==> config.mk <==
export PLATFORM = sky130hd
export DESIGN_NAME = ov5640_cfg_seq_flat
export DESIGN_NICKNAME = d
export VERILOG_FILES = /design/src/rtl/ov5640_cfg_seq_if.sv /design/src/rtl/ov5640_cfg_seq.sv /design/src/flat_wrapper.sv
export SDC_FILE = /design/constraint.sdc
export NUM_CORES = 1
export LEC_CHECK = 0
export ABC_AREA = 1
export BUFFER_PORTS_ARGS = -buffer_cell sky130_fd_sc_hd__buf_2
export CORE_MARGIN = 2
export CORE_UTILIZATION = 45
export DETAILED_ROUTE_END_ITERATION = 6
export PLACE_DENSITY = 0.67
export SKIP_CTS_REPAIR_TIMING = 1
export SYNTH_ARGS = -nofsm -noshare
export SYNTH_HDL_FRONTEND = slang
export SYNTH_SLANG_ARGS = --single-unit
==> constraint.sdc <==
create_clock -name clock_i2c -period 1.7 [get_ports clock_i2c]
set_clock_uncertainty 0.05 [all_clocks]
set_input_delay 0.085 -clock clock_i2c [delete_from_list [all_inputs] [get_ports clock_i2c]]
set_output_delay 0.085 -clock clock_i2c [all_outputs]
set_load 0.01 [all_outputs]
==> src/rtl/ov5640_cfg_seq_if.sv <==
// Bus between the configuration sequencer (master) and the serial register-write engine (slave).
interface ov5640_cfg_seq_if;
  logic [31:0] i2c_data;
  logic        start;
  logic        tr_end;
  logic        ack;

  modport master (output i2c_data, output start, input tr_end, input ack);
  modport slave  (input i2c_data, input start, output tr_end, output ack);
endinterface

==> src/rtl/ov5640_cfg_seq.sv <==
// OV5640 register-table sequencer: waits out power-up, then writes each LUT entry with NACK retries.
// Optional transfer watchdog is compiled in with `define CFG_TIMEOUT_EN.
module ov5640_cfg_seq #(
  parameter logic [7:0] DEV_ADDR    = 8'h78,
  parameter int         LUT_SIZE    = 252,
  parameter int         POWERUP_CYC = 20000,
  parameter int         GAP_CYC     = 4,
  parameter int         MAX_RETRY   = 3,
  parameter int         TIMEOUT_CYC = 64
) (
  input  logic                   clock_i2c,
  input  logic                   camera_rstn,
  input  logic                   cfg_restart_i,
  output logic [9:0]             lut_index_o,
  input  logic [23:0]            lut_data_i,
  ov5640_cfg_seq_if.master       eng,
  output logic                   reg_conf_done_o,
  output logic                   cfg_err_o,
  output logic [9:0]             err_index_o
);

  localparam logic [2:0] PWRUP = 3'd0;
  localparam logic [2:0] LOAD  = 3'd1;
  localparam logic [2:0] XFER  = 3'd2;
  localparam logic [2:0] CHECK = 3'd3;
  localparam logic [2:0] GAP   = 3'd4;
  localparam logic [2:0] DONE  = 3'd5;
  localparam logic [2:0] FAIL  = 3'd6;

  localparam int PW_W  = $clog2(POWERUP_CYC + 1);
  localparam int GAP_W = $clog2(GAP_CYC);

  logic [2:0]       state_q, state_d;
  logic [9:0]       idx_q, idx_d;
  logic [31:0]      data_q, data_d;
  logic             start_q, start_d;
  logic             done_q, done_d;
  logic             err_q, err_d;
  logic [9:0]       err_idx_q, err_idx_d;
  logic [PW_W-1:0]  pwr_q, pwr_d;
  logic [GAP_W-1:0] gap_q, gap_d;
  logic [3:0]       retry_q, retry_d;
  logic             retry_pend_q, retry_pend_d;
  logic             ack_q, ack_d;
`ifdef CFG_TIMEOUT_EN
  localparam int WD_W = $clog2(TIMEOUT_CYC + 1);
  logic [WD_W-1:0]  wd_q, wd_d;
`endif

  always_comb begin
    state_d      = state_q;
    idx_d        = idx_q;
    data_d       = data_q;
    start_d      = start_q;
    done_d       = done_q;
    err_d        = err_q;
    err_idx_d    = err_idx_q;
    pwr_d        = pwr_q;
    gap_d        = gap_q;
    retry_d      = retry_q;
    retry_pend_d = retry_pend_q;
    ack_d        = ack_q;
`ifdef CFG_TIMEOUT_EN
    wd_d         = wd_q;
`endif
    case (state_q)
      PWRUP: begin
        start_d = 1'b0;
        if (pwr_q == PW_W'(POWERUP_CYC)) state_d = LOAD;
        else                             pwr_d   = pwr_q + 1'b1;
      end
      LOAD: begin
        data_d = {DEV_ADDR, lut_data_i};
        // A retry reloads the same entry but keeps counting attempts.
        if (!retry_pend_q) retry_d = 4'd0;
        retry_pend_d = 1'b0;
        start_d      = 1'b1;
        state_d      = XFER;
`ifdef CFG_TIMEOUT_EN
        wd_d = '0;
`endif
      end
      XFER: begin
        if (eng.tr_end) begin
          ack_d   = eng.ack;
          start_d = 1'b0;
          state_d = CHECK;
        end
`ifdef CFG_TIMEOUT_EN
        else if (wd_q == WD_W'(TIMEOUT_CYC - 1)) begin
          ack_d   = 1'b1;
          start_d = 1'b0;
          state_d = CHECK;
        end else begin
          wd_d = wd_q + 1'b1;
        end
`endif
      end
      CHECK: begin
        if (!ack_q) begin
          if (idx_q == 10'(LUT_SIZE - 1)) begin
            done_d  = 1'b1;
            state_d = DONE;
          end else begin
            idx_d   = idx_q + 10'd1;
            gap_d   = '0;
            state_d = GAP;
          end
        end else if (retry_q < 4'(MAX_RETRY)) begin
          retry_d      = retry_q + 4'd1;
          retry_pend_d = 1'b1;
          gap_d        = '0;
          state_d      = GAP;
        end else begin
          err_d     = 1'b1;
          err_idx_d = idx_q;
          state_d   = FAIL;
        end
      end
      GAP: begin
        start_d = 1'b0;
        if (gap_q == GAP_W'(GAP_CYC - 1)) state_d = LOAD;
        else                              gap_d   = gap_q + 1'b1;
      end
      DONE, FAIL: start_d = 1'b0;
      default:    state_d = PWRUP;
    endcase

    // Restart overrides whatever the state logic decided this cycle.
    if (cfg_restart_i) begin
      done_d       = 1'b0;
      err_d        = 1'b0;
      err_idx_d    = 10'd0;
      idx_d        = 10'd0;
      retry_d      = 4'd0;
      retry_pend_d = 1'b0;
      start_d      = 1'b0;
      gap_d        = '0;
      state_d      = GAP;
    end
  end

  always_ff @(posedge clock_i2c) begin
    if (!camera_rstn) begin
      state_q      <= PWRUP;
      idx_q        <= 10'd0;
      data_q       <= 32'd0;
      start_q      <= 1'b0;
      done_q       <= 1'b0;
      err_q        <= 1'b0;
      err_idx_q    <= 10'd0;
      pwr_q        <= '0;
      gap_q        <= '0;
      retry_q      <= 4'd0;
      retry_pend_q <= 1'b0;
      ack_q        <= 1'b0;
`ifdef CFG_TIMEOUT_EN
      wd_q         <= '0;
`endif
    end else begin
      state_q      <= state_d;
      idx_q        <= idx_d;
      data_q       <= data_d;
      start_q      <= start_d;
      done_q       <= done_d;
      err_q        <= err_d;
      err_idx_q    <= err_idx_d;
      pwr_q        <= pwr_d;
      gap_q        <= gap_d;
      retry_q      <= retry_d;
      retry_pend_q <= retry_pend_d;
      ack_q        <= ack_d;
`ifdef CFG_TIMEOUT_EN
      wd_q         <= wd_d;
`endif
    end
  end

  assign lut_index_o     = idx_q;
  assign eng.i2c_data    = data_q;
  assign eng.start       = start_q;
  assign reg_conf_done_o = done_q;
  assign cfg_err_o       = err_q;
  assign err_index_o     = err_idx_q;

endmodule

==> src/flat_wrapper.sv <==
// flat-port wrapper written by rule: the top's interface ports become plain ports
module ov5640_cfg_seq_flat 
#(
  parameter logic [7:0] DEV_ADDR    = 8'h78,
  parameter int         LUT_SIZE    = 252,
  parameter int         POWERUP_CYC = 20000,
  parameter int         GAP_CYC     = 4,
  parameter int         MAX_RETRY   = 3,
  parameter int         TIMEOUT_CYC = 64
)
  (clock_i2c, camera_rstn, cfg_restart_i, lut_index_o, lut_data_i, reg_conf_done_o, cfg_err_o, err_index_o, eng_i2c_data, eng_start, eng_tr_end, eng_ack);
  ov5640_cfg_seq_if eng_i ();
  input  logic clock_i2c;
  input  logic camera_rstn;
  input  logic cfg_restart_i;
  output logic [9:0] lut_index_o;
  input  logic [23:0] lut_data_i;
  output logic reg_conf_done_o;
  output logic cfg_err_o;
  output logic [9:0] err_index_o;
  output wire logic [$bits(eng_i.i2c_data)-1:0] eng_i2c_data;
  output wire logic [$bits(eng_i.start)-1:0] eng_start;
  input wire logic [$bits(eng_i.tr_end)-1:0] eng_tr_end;
  input wire logic [$bits(eng_i.ack)-1:0] eng_ack;
  assign eng_i2c_data = eng_i.i2c_data;
  assign eng_start = eng_i.start;
  assign eng_i.tr_end = eng_tr_end;
  assign eng_i.ack = eng_ack;
  ov5640_cfg_seq #(.DEV_ADDR(DEV_ADDR), .LUT_SIZE(LUT_SIZE), .POWERUP_CYC(POWERUP_CYC), .GAP_CYC(GAP_CYC), .MAX_RETRY(MAX_RETRY), .TIMEOUT_CYC(TIMEOUT_CYC)) u_core (.clock_i2c(clock_i2c), .camera_rstn(camera_rstn), .cfg_restart_i(cfg_restart_i), .lut_index_o(lut_index_o), .lut_data_i(lut_data_i), .eng(eng_i), .reg_conf_done_o(reg_conf_done_o), .cfg_err_o(cfg_err_o), .err_index_o(err_index_o));
endmodule
==> implementation parameters, run 1 <==
Parameter                              Value

Worst hold path
  Class of the tightest hold or removal check    input port to flop

Final layout
  Final Net Count    604
  Share of layout cells above drive strength 1    20.9%
  Area growth from synthesis to layout    26.6%
  Count of antenna diodes in the layout    0

Power and ir drop
  Leakage Power    ~1.9 nW
  Max IR drop VDD    a little over 0.0004 V
  Power per cell area    829 nW/µm²

Setup path
  Critical path capture point type    flop
  Element type at the critical path start    flop
  Crit Path Category    flop to flop
  Crit path arrival time    1720 ps
  Data required time of the critical path    1880 ps
  CP Max Fanout    5

Drt
  Initial DRC count    169
  Wire length on met1    3620 µm
  Metal2 WL    3770 µm
  Post-detailed-route DRC marker count    0
  Uppermost routed layer    met4
  Antenna viol nets, final    0
  Routed Wire Length    7930 µm
  Routed vias/inst    4.90
  Via count    3300
  Met3 wire length    323 µm
  Mean routed wirelength per cell    11.8 µm
  First-pass DRT Iterations    4

Place
  Global placement routability congestion    0.844
  Final HPWL from detailed placement    5410 µm
  Buffers added on ports    79

Synth
  Gate Count Post-Synth    469
  Commonest cells post-synth    sky130_fd_sc_hd__nand2_1, sky130_fd_sc_hd__dfxtp_1, sky130_fd_sc_hd__a21oi_1
  Top FF cell, synth    sky130_fd_sc_hd__dfxtp_1
  Biggest area contributors in the synthesized netlist    sky130_fd_sc_hd__dfxtp_1, sky130_fd_sc_hd__nand2_1, sky130_fd_sc_hd__a21oi_1, sky130_fd_sc_hd__nand3_1, sky130_fd_sc_hd__inv_1
  Unique masters post-synth    32
  Count of flip-flops with a built-in enable after synthesis    0
  Proportion of register bits with asynchronous set or reset after synthesis    0%
  Average cell area after synthesis    7.24 µm²
  Yosys warns    0
  Cell taking the most area after synthesis    sky130_fd_sc_hd__dfxtp_1
  Post-Synthesis Cell Area    3390 µm²
  Portion of the post-synthesis area used by sequential elements    43.6%
  Leading cell type by number of instances after synthesis    sky130_fd_sc_hd__nand2_1
  Yosys reg bits    74
  Share of Yosys cell area claimed by the top area cell type    between 40% and 50%

Floorplanning
  Number of rows in the core area    31
  Height of the chip    90.9 µm
  Core outline area    7290 µm²
  I/O pin cnt    84
  DIE AREA    8250 µm²
  Width of the chip    90.9 µm
  Effective utilization at floorplan    46.6%

GRT
  Remaining global-route overflow    0
  Antenna violations before repair    0
  GRT Total Usage    19.1%
  Largest net degree at the start of global routing    35
  Number of global-route vias before repair    2983
  Global-route wire length before repair    approximately 13000 µm

Clock network
  TritonCTS Buffers    9
  CTS tree    yes
  H-tree Lvls    3
  Clock transition at the registers of the reported paths    roughly 80 ps
  Root cell of the clock tree    sky130_fd_sc_hd__clkbuf_8
  Later-pin clock latency in the skew report    roughly 360 ps
  Clock tree sinks    74
  Bufs on Longest Clock Path    2

Timing
  Maximum clock frequency    649 MHz
  Smallest hold slack    -37.1 ps
  Finish-stage setup viols    0
  Max-slew violation total from the final report    0
  Minimum clock period    1540 ps
  Setup Total Neg Slack    0 ps
  Hold violation count in the final report    3
  Unrepaired setup endpoints after global routing    no
  Post-route fraction of the period consumed by the critical path    roughly nine tenths

Job
  Max-Cap Viols    0

Status
  Result of the run    complete, but fails checks
  Violations in the final reports    negative hold slack
## cell usage in the layout (no fill, tap or decap), drive strengths merged, types with 7 or more instances in the layout
cell type    instances
clkbuf              10
nand2              120
nand4                7
dfxtp               74
inv                 47
o21ai               22
nor2                37
dlygate4sd3         24
a21oi               61
buf                 88
nand3               47
nor3                10
## cells by family after synthesis
family | count (synthesis) | synth area share, %
and+or+nand+nor | 225 | 29.8
AOI/OAI and AO/OA | 85 | 12.8
DFF | 74 | 43.6
buffers and inverters | 72 | 10.1
xor gates and xnor gates | 7 | 1.81
adders and majority gates | 5 | 1.84
other | 1 | 0.110
## power by group
part | switching, W | leakage [nW] | internal [W]
clock | 0.000654 | 0.112 | 0.000855
combinational | 0.000146 | 1.14 | 0.000122
sequential | 0.0000259 | 0.599 | 0.00176
total | 0.000826 | 1.85 | 0.00274
## critical path, cell delays in order, from the launching register on
cell and delay [ps]:
sky130_fd_sc_hd__dfxtp_1 390, sky130_fd_sc_hd__ha_1 190, sky130_fd_sc_hd__nand2_1 90, sky130_fd_sc_hd__nor3_1 360, sky130_fd_sc_hd__nand3_1 120, sky130_fd_sc_hd__nand2_1 80, sky130_fd_sc_hd__nand2_1 50, sky130_fd_sc_hd__nand2_1 50
sky130_fd_sc_hd__a21oi_1 50
## layout make-up
type | instances | area, µm²
Tap cell | 99 | 124
Clock inverter | 5 | 78.8
Clock buffer | 10 | 138
Multi-Input combinational cell | 326 | 1580
Sequential cell | 74 | 1480
Timing Repair Buffer | 112 | 703
Fill cell | 722 | 2990
Inverter | 47 | 189
## metal layers
layer / vias to the layer above / GRT usage [%]
met3: 19 / 4.01
li1: 1713 / -
met4: 0 / 9.22
met5: - / 0
met1: 1499 / 23.5
met2: 69 / 32.0
## stage by stage
stage	cells	worst slack (ps)	instance area, µm²	power, W	utilization (%)
2_1_floorplan	472	259	3410	0.00198	-
3_3_place_gp	634	143	3830	0.00204	52.6
3_5_place_dp	634	81.6	3830	0.00205	52.6
4_1_cts	649	69.2	4050	0.00354	55.5
5_1_grt	673	5.88	4300	0.00368	59.0
6_report	673	160	4300	0.00356	59.0
## state kept, by name (all words and copies together) (netlist names)
| register | count |
|---|---|
| u_core.eng.i2c_data | 25 |
| u_core.pwr_q | 15 |
| u_core.err_index_o | 10 |
| u_core.lut_index_o | 10 |
| u_core.retry_q | 4 |
| u_core.state_q | 3 |
| u_core.gap_q | 2 |
| u_core.ack_q | 1 |
| u_core.cfg_err_o | 1 |
| u_core.eng.start | 1 |
| u_core.reg_conf_done_o | 1 |
| u_core.retry_pend_q | 1 |
## path summary, 6_finish.rpt
check / cells after the start / slack, ps / startpoint / endpoint
worst max register to register: 8 / 160 / u_core.pwr_q[0] / u_core.pwr_q[14]
worst max-delay path: 8 / 160 / u_core.pwr_q[0] / u_core.pwr_q[14]
worst min register to register: 2 / 390 / u_core.retry_q[2] / u_core.retry_q[2]
worst min-delay path: 3 / -40 / eng_ack / u_core.ack_q
(Power assumes the default switching activity.)
==> run 2, diff against run 1 <==
--- a/config.mk
+++ b/config.mk
@@ -10,7 +10,7 @@
 export CORE_MARGIN = 2
 export CORE_UTILIZATION = 45
 export DETAILED_ROUTE_END_ITERATION = 6
-export PLACE_DENSITY = 0.67
+export PLACE_DENSITY_LB_ADDON = 0.25
 export SKIP_CTS_REPAIR_TIMING = 1
 export SYNTH_ARGS = -nofsm -noshare
 export SYNTH_HDL_FRONTEND = slang
==> run 2 against run 1 <==
Hold slack better by 43 ps. Clock-buffer cell count up 1. Non-clock buffer count unchanged. Sequential power hardly changed. Die area stayed put. Fmax shrank 0.12%. Setup slack worse by 1.8 ps. The run now ends clean. Critical endpoint unchanged. Routed wire length grew 3.8%. Clock power about the same. Register-to-register slack hardly changed.
==> implementation parameters, run 2 (synthesis gave the netlist of run 1 again) <==
Parameter                              Value

Clock network
  Clock transition at the registers of the reported paths    80 ps (about the same)
  Clock tree sinks    74 (unchanged)
  Later-pin clock latency in the skew report    340 ps (was 360 ps)
  Root cell of the clock tree    sky130_fd_sc_hd__clkbuf_8 (unchanged)
  TritonCTS Buffers    9 (unchanged)
  H-tree Lvls    3 (unchanged)
  CTS tree    yes (unchanged)
  Bufs on Longest Clock Path    2 (unchanged)

GRT
  Largest net degree at the start of global routing    35 (unchanged)
  Remaining global-route overflow    0 (unchanged)
  Global-route wire length before repair    13400 µm (was 13000 µm)
  Antenna violations before repair    0 (unchanged)
  Number of global-route vias before repair    2991 (was 2983)
  GRT Total Usage    19.6% (was 19.1%)

Drt
  Initial DRC count    120 (was 169)
  Mean routed wirelength per cell    12.2 µm (was 11.8 µm)
  First-pass DRT Iterations    5 (was 4)
  Routed vias/inst    4.94 (was 4.90)
  Via count    3326 (was 3300)
  Post-detailed-route DRC marker count    0 (unchanged)
  Antenna viol nets, final    0 (unchanged)
  Routed Wire Length    8240 µm (was 7930 µm)

Timing
  Finish-stage setup viols    0 (unchanged)
  Post-route fraction of the period consumed by the critical path    90.7% (was 90.6%)
  Setup Total Neg Slack    0 ps (unchanged)
  Max-slew violation total from the final report    0 (unchanged)
  Hold violation count in the final report    0 (was 3)
  Maximum clock frequency    649 MHz (about the same)
  Unrepaired setup endpoints after global routing    no (unchanged)
  Minimum clock period    1540 ps (about the same)

Power and ir drop
  Switching part of the total power    22.8% (was 23.2%)
  Share of total power in sequential cells    50.2% (was 50.1%)
  Comb pwr share    7.7% (was 7.5%)
  Design internal power    0.00275 W (was 0.00274 W)
  Share of total power in the clock network    42.1% (was 42.4%)
  Net Sw Power    0.000812 W (was 0.000826 W)
  Max IR drop VDD    0.000486 V (was 0.000409 V)
  Power per cell area    827 nW/µm² (was 829 nW/µm²)
  Leakage Power    1.84 nW (was 1.85 nW)

Setup path
  Critical path capture point type    flop (unchanged)
  Element type at the critical path start    flop (unchanged)
  Data required time of the critical path    1870 ps (was 1880 ps)
  CP Max Fanout    5 (unchanged)
  Crit path from    u_core.pwr_q[0] (unchanged)
  Slack of the worst reg-to-reg path    160 ps (about the same)
  Crit path arrival time    1710 ps (was 1720 ps)
  Worst R2R Start    u_core.pwr_q[0] (unchanged)
  Crit Path Category    flop to flop (unchanged)

Floorplanning
  I/O pin cnt    84 (unchanged)
  Number of rows in the core area    31 (unchanged)
  Width of the chip    90.9 µm (unchanged)
  Height of the chip    90.9 µm (unchanged)
  DIE AREA    8250 µm² (unchanged)
  Effective utilization at floorplan    46.6% (unchanged)
  Core outline area    7290 µm² (unchanged)

Final layout
  Flip-flop count of the largest register after layout    25 (unchanged)
  Total area of sequential cells    1490 µm² (was 1480 µm²)
  Share of the core filled with cells    59.0% (about the same)
  Final Net Count    604 (unchanged)
  Area growth from synthesis to layout    26.7% (was 26.6%)
  Highest-count cells in the layout ignoring fill and taps    sky130_fd_sc_hd__nand2_1, sky130_fd_sc_hd__buf_2, sky130_fd_sc_hd__dfxtp_1 (unchanged)
  Most common cell after layout, fill and taps aside    sky130_fd_sc_hd__nand2_1 (unchanged)
  Share of layout cells above drive strength 1    20.9% (unchanged)
  Count of antenna diodes in the layout    0 (unchanged)
  Number of filler instances in the final layout    707 (was 722)
  Area taken by multi-input logic gates    1580 µm² (unchanged)

Place
  Final HPWL from detailed placement    5550 µm (was 5410 µm)
  Buffers added on ports    79 (unchanged)
  Global placement routability congestion    0.853 (was 0.844)

Status
  Result of the run    finished clean (was complete, but fails checks)

Worst hold path
  Class of the tightest hold or removal check    input port to flop (unchanged)
  HP Start    eng_ack (unchanged)

Job
  Max-Cap Viols    0 (unchanged)
run 2: power by group through the flow:
stage               clock (W)  combinational [W]  sequential (W)
floorplan                   0           0.000155         0.00182
global placement            0           0.000220         0.00182
detailed placement          0           0.000226         0.00183
CTS                   0.00154           0.000227         0.00179
global route          0.00162           0.000305         0.00179
finish                0.00150           0.000272         0.00179
run 2: final timing paths:
| path | to | depth (start not counted) |
|---|---|---|
| setup / recovery | u_core.pwr_q[14] | 8 |
| hold / removal | u_core.ack_q | 3 |
| setup reg to reg | u_core.pwr_q[14] | 8 |
| hold reg to reg | u_core.retry_q[3] | 2 |
run 2: area by class of cell:
| cell class | instances | area share (%) |
|---|---|---|
| multi-input combinational | 326 | 36.8 |
| tap | 99 | 2.88 |
| inverter | 47 | 4.36 |
| sequential | 74 | 34.5 |
| clock inverter | 4 | 1.77 |
| timing repair buffer | 112 | 16.4 |
| clock buffer | 11 | 3.29 |
run 2: critical path, stage by stage (launching register included):
cell and delay [ps]:
sky130_fd_sc_hd__dfxtp_2 360, sky130_fd_sc_hd__ha_1 190, sky130_fd_sc_hd__nand2_1 100, sky130_fd_sc_hd__nor3_1 350, sky130_fd_sc_hd__nand3_1 120, sky130_fd_sc_hd__nand2_1 90
sky130_fd_sc_hd__nand2_1 50, sky130_fd_sc_hd__nand2_1 60, sky130_fd_sc_hd__a21oi_1 60
run 2: per-stage QoR:
stage	hold slack [ps]	instance area, µm²	instances	total power [W]	setup WS, ps
4_1_cts	-63.7	4050	649	0.00356	26.1
3_5_place_dp	313	3830	634	0.00205	42.5
5_1_grt	32.1	4300	673	0.00371	12.0
6_report	6.28	4300	673	0.00356	158
3_3_place_gp	309	3830	634	0.00204	132
2_1_floorplan	133	3410	472	0.00198	259
run 2: per-layer routing:
| layer | vias up | wire [µm] | track usage, % |
|---|---|---|---|
| li1 | 1715 | - | - |
| met1 | 1535 | 3710 | 24.0 |
| met2 | 63 | 4100 | 33.1 |
| met3 | 13 | 273 | 3.92 |
| met4 | 0 | 161 | 9.09 |
| met5 | - | 0 | 0 |
==> run 3, diff against run 2 <==
--- a/config.mk
+++ b/config.mk
@@ -5,7 +5,6 @@
 export SDC_FILE = /design/constraint.sdc
 export NUM_CORES = 1
 export LEC_CHECK = 0
-export ABC_AREA = 1
 export BUFFER_PORTS_ARGS = -buffer_cell sky130_fd_sc_hd__buf_2
 export CORE_MARGIN = 2
 export CORE_UTILIZATION = 45
==> run 3 against run 2 <==
The flow now finishes with violations (negative setup slack). Cell count is 13% lower. Setup slack worse by 210 ps. First-iteration DRC count is 28% higher. Fmax is 12% lower. Total power is 1.5% lower. Routed wire length is 8.9% lower. Final area stayed put. Clock-buffer cell count is 2 lower. Sequential share of layout area is 0.17 points higher. Sequential power hardly changed. Register-to-register slack worse by 210 ps. Largest cell class unchanged. Highest routed layer unchanged.
==> implementation parameters, run 3 <==
Parameter                              Value

Setup path
  Critical path capture point type    flop (unchanged)
  CP Max Fanout    3 (was 5)
  Crit Path Category    flop to flop (unchanged)
  Data required time of the critical path    1900 ps (was 1870 ps)
  Crit path arrival time    1950 ps (was 1710 ps)
  Capture instance of the worst register-to-register path    u_core.pwr_q[2] (was u_core.pwr_q[14])
  Worst R2R Start    u_core.pwr_q[1] (was u_core.pwr_q[0])
  Slack of the worst reg-to-reg path    -50 ps (was 160 ps)
  Element type at the critical path start    flop (unchanged)
  Reg2Reg Depth    6 (was 8)

Status
  Violations in the final reports    negative setup slack
  Result of the run    complete, but fails checks (was finished clean)

GRT
  Remaining global-route overflow    0 (unchanged)
  Global-route wire length before repair    11300 µm (was 13400 µm)
  GRT Total Usage    18.3% (was 19.6%)
  Antenna violations before repair    0 (unchanged)
  Number of global-route vias before repair    2558 (was 2991)
  Largest net degree at the start of global routing    27 (was 35)

Power and ir drop
  Net Sw Power    0.000894 W (was 0.000812 W)
  Power per cell area    815 nW/µm² (was 827 nW/µm²)
  Max IR drop VDD    0.000546 V (was 0.000486 V)
  Switching part of the total power    25.5% (was 22.8%)
  Leakage Power    1.83 nW (was 1.84 nW)
  Share of total power in sequential cells    50.8% (was 50.2%)
  Total Power    0.00350 W (was 0.00356 W)
  Design internal power    0.00261 W (was 0.00275 W)
  Comb pwr share    8.1% (was 7.7%)
  Share of total power in the clock network    41.1% (was 42.1%)

Drt
  Mean routed wirelength per cell    12.8 µm (was 12.2 µm)
  Antenna viol nets, final    0 (unchanged)
  Post-detailed-route DRC marker count    0 (unchanged)
  Initial DRC count    154 (was 120)
  Routed vias/inst    5.02 (was 4.94)
  Via count    2942 (was 3326)
  Routed Wire Length    7500 µm (was 8240 µm)
  First-pass DRT Iterations    5 (unchanged)

Synth
  Commonest cells post-synth    sky130_fd_sc_hd__dfxtp_1, sky130_fd_sc_hd__nand2_1, sky130_fd_sc_hd__nor2_1 (was sky130_fd_sc_hd__nand2_1, sky130_fd_sc_hd__dfxtp_1, sky130_fd_sc_hd__a21oi_1)
  Leading cell type by number of instances after synthesis    sky130_fd_sc_hd__dfxtp_1 (was sky130_fd_sc_hd__nand2_1)
  Average cell area after synthesis    8.62 µm² (was 7.24 µm²)
  Count of flip-flops with a built-in enable after synthesis    0 (unchanged)
  Top FF cell, synth    sky130_fd_sc_hd__dfxtp_1 (unchanged)
  Yosys reg bits    74 (unchanged)
  Cell taking the most area after synthesis    sky130_fd_sc_hd__dfxtp_1 (unchanged)
  Portion of the post-synthesis area used by sequential elements    46.4% (was 43.6%)
  Proportion of register bits with asynchronous set or reset after synthesis    0% (unchanged)
  Unique masters post-synth    52 (was 32)
  Post-Synthesis Cell Area    3190 µm² (was 3390 µm²)
  Biggest area contributors in the synthesized netlist    sky130_fd_sc_hd__dfxtp_1, sky130_fd_sc_hd__nand2_1, sky130_fd_sc_hd__a21oi_1, sky130_fd_sc_hd__nor2_1, sky130_fd_sc_hd__mux2i_1 (was sky130_fd_sc_hd__dfxtp_1, sky130_fd_sc_hd__nand2_1, sky130_fd_sc_hd__a21oi_1, sky130_fd_sc_hd__nand3_1, sky130_fd_sc_hd__inv_1)
  Gate Count Post-Synth    370 (was 469)
  Share of Yosys cell area claimed by the top area cell type    46.4% (was 43.6%)
  Yosys warns    0 (unchanged)

Place
  Buffers added on ports    79 (unchanged)
  Pre-CTS setup slack    1.87 ps (was 42.5 ps)
  Final HPWL from detailed placement    4950 µm (was 5550 µm)
  Cell area after placement    3780 µm² (was 3830 µm²)
  Global placement routability congestion    0.785 (was 0.853)

Clock network
  Root cell of the clock tree    sky130_fd_sc_hd__clkbuf_8 (unchanged)
  TritonCTS Buffers    9 (unchanged)
  Bufs on Longest Clock Path    2 (unchanged)
  Later-pin clock latency in the skew report    360 ps (was 340 ps)
  Clock transition at the registers of the reported paths    80 ps (about the same)
  H-tree Lvls    3 (unchanged)
  Clock tree sinks    74 (unchanged)
  CTS tree    yes (unchanged)

Floorplanning
  Core outline area    6830 µm² (was 7290 µm²)
  I/O pin cnt    84 (unchanged)
  Height of the chip    88.2 µm (was 90.9 µm)
  Effective utilization at floorplan    46.7% (was 46.6%)
  Width of the chip    88.2 µm (was 90.9 µm)
  Number of rows in the core area    30 (was 31)
  DIE AREA    7780 µm² (was 8250 µm²)

Worst hold path
  HP Start    camera_rstn (was eng_ack)
  Hold-critical path depth    2 (was 3)
  Class of the tightest hold or removal check    input port to flop (unchanged)
  Capture endpoint of the worst hold path    u_core.state_q[2] (was u_core.ack_q)

Final layout
  Share of layout cells above drive strength 1    29.6% (was 20.9%)
  Most common cell after layout, fill and taps aside    sky130_fd_sc_hd__buf_2 (was sky130_fd_sc_hd__nand2_1)
  Final design area excluding fillers    4300 µm² (unchanged)
  Area growth from synthesis to layout    34.8% (was 26.7%)
  Final Net Count    519 (was 604)
  Count of antenna diodes in the layout    0 (unchanged)
  Highest-count cells in the layout ignoring fill and taps    sky130_fd_sc_hd__buf_2, sky130_fd_sc_hd__dfxtp_1, sky130_fd_sc_hd__nand2_1 (was sky130_fd_sc_hd__nand2_1, sky130_fd_sc_hd__buf_2, sky130_fd_sc_hd__dfxtp_1)
  Flip-flop count of the largest register after layout    25 (unchanged)

Timing
  Hold violation count in the final report    0 (unchanged)
  Post-route fraction of the period consumed by the critical path    103% (was 90.7%)
  Crit path setup slack, layout    -47.9 ps (was 158 ps)
  Finish-stage setup viols    3 (was 0)
  Maximum clock frequency    572 MHz (was 649 MHz)
  Minimum clock period    1750 ps (was 1540 ps)
  Unrepaired setup endpoints after global routing    yes (was no)
  Max-slew violation total from the final report    0 (unchanged)

Job
  Max-Cap Viols    0 (unchanged)
[run 3: changes by cell type in the layout (fill, tap and decap cells not counted), sizes merged, moves of 6 or more]
cell / previous run / this run
inv: 46 / 10
nand3: 47 / 9
xor2: 5 / 13
a21oi: 61 / 33
mux2i: 0 / 14
buf: 88 / 103
o21ai: 22 / 8
nor2: 37 / 43
nand2: 120 / 68
[run 3: worst max path at each step]
stage	startpoint	end	cells past startpoint
floorplan	u_core.retry_q[0]	u_core.state_q[1]	7
global placement	u_core.state_q[2]	u_core.gap_q[0]	4
detailed placement	u_core.state_q[2]	u_core.gap_q[0]	4
CTS	u_core.state_q[2]	u_core.gap_q[0]	4
global route	u_core.pwr_q[0]	u_core.pwr_q[2]	6
finish	u_core.pwr_q[1]	u_core.pwr_q[2]	6
[run 3: kinds of logic (layout without fill, tap and decap cells)]
logic type,after synthesis,count (layout),synth area share [%]
and+or+nand+nor,173,173,28.0
adders and majority gates,5,5,1.96
muxes,15,15,4.74
buffers and inverters,34,151,5.33
DFF,74,74,46.4
xor gates and xnor gates,16,16,4.39
other,1,4,0.118
AOI/OAI and AO/OA,52,52,8.98
[run 3: routing by layer]
metal	track usage (%)	wire, µm
met1	24.1	3420
met2	28.2	3460
met3	5.00	489
met4	7.99	136
met5	0	0
[run 3: layout make-up]
| cell class | count | area (µm²) |
|---|---|---|
| Timing Repair Buffer | 129 | 861 |
| Fill cell | 590 | 2530 |
| Multi-Input combinational cell | 265 | 1600 |
| Clock inverter | 7 | 85.1 |
| Inverter | 6 | 22.5 |
| Tap cell | 96 | 120 |
| Clock buffer | 9 | 124 |
| Sequential cell | 74 | 1490 |
[run 3: worst max-delay path, cell delays in order, from the launching register on]
cell	delay, ps
sky130_fd_sc_hd__dfxtp_2	330
sky130_fd_sc_hd__inv_2	60
sky130_fd_sc_hd__ha_4	110
sky130_fd_sc_hd__or4bb_4	460
sky130_fd_sc_hd__nor4_4	380
sky130_fd_sc_hd__or3_4	200
sky130_fd_sc_hd__a21oi_2	50
[run 3: power by group through the flow]
| stage | Combinational [W] | Clock [W] | Sequential [W] |
|---|---|---|---|
| final | 0.000283 | 0.00144 | 0.00178 |
| after global routing | 0.000314 | 0.00153 | 0.00178 |
| after CTS | 0.000222 | 0.00147 | 0.00178 |
| after detailed placement | 0.000221 | 0 | 0.00182 |
| after global placement | 0.000218 | 0 | 0.00182 |
| after floorplan | 0.000129 | 0 | 0.00182 |
[run 3: per-stage QoR]
step,cells,util [%],hold slack [ps],setup TNS [ps]
after floorplan,373,-,159,0
after global placement,544,55.4,276,0
after detailed placement,544,55.4,284,0
after CTS,560,58.5,-101,-32.8
after global routing,586,62.9,4.74,-375
final,586,62.9,10.7,-103
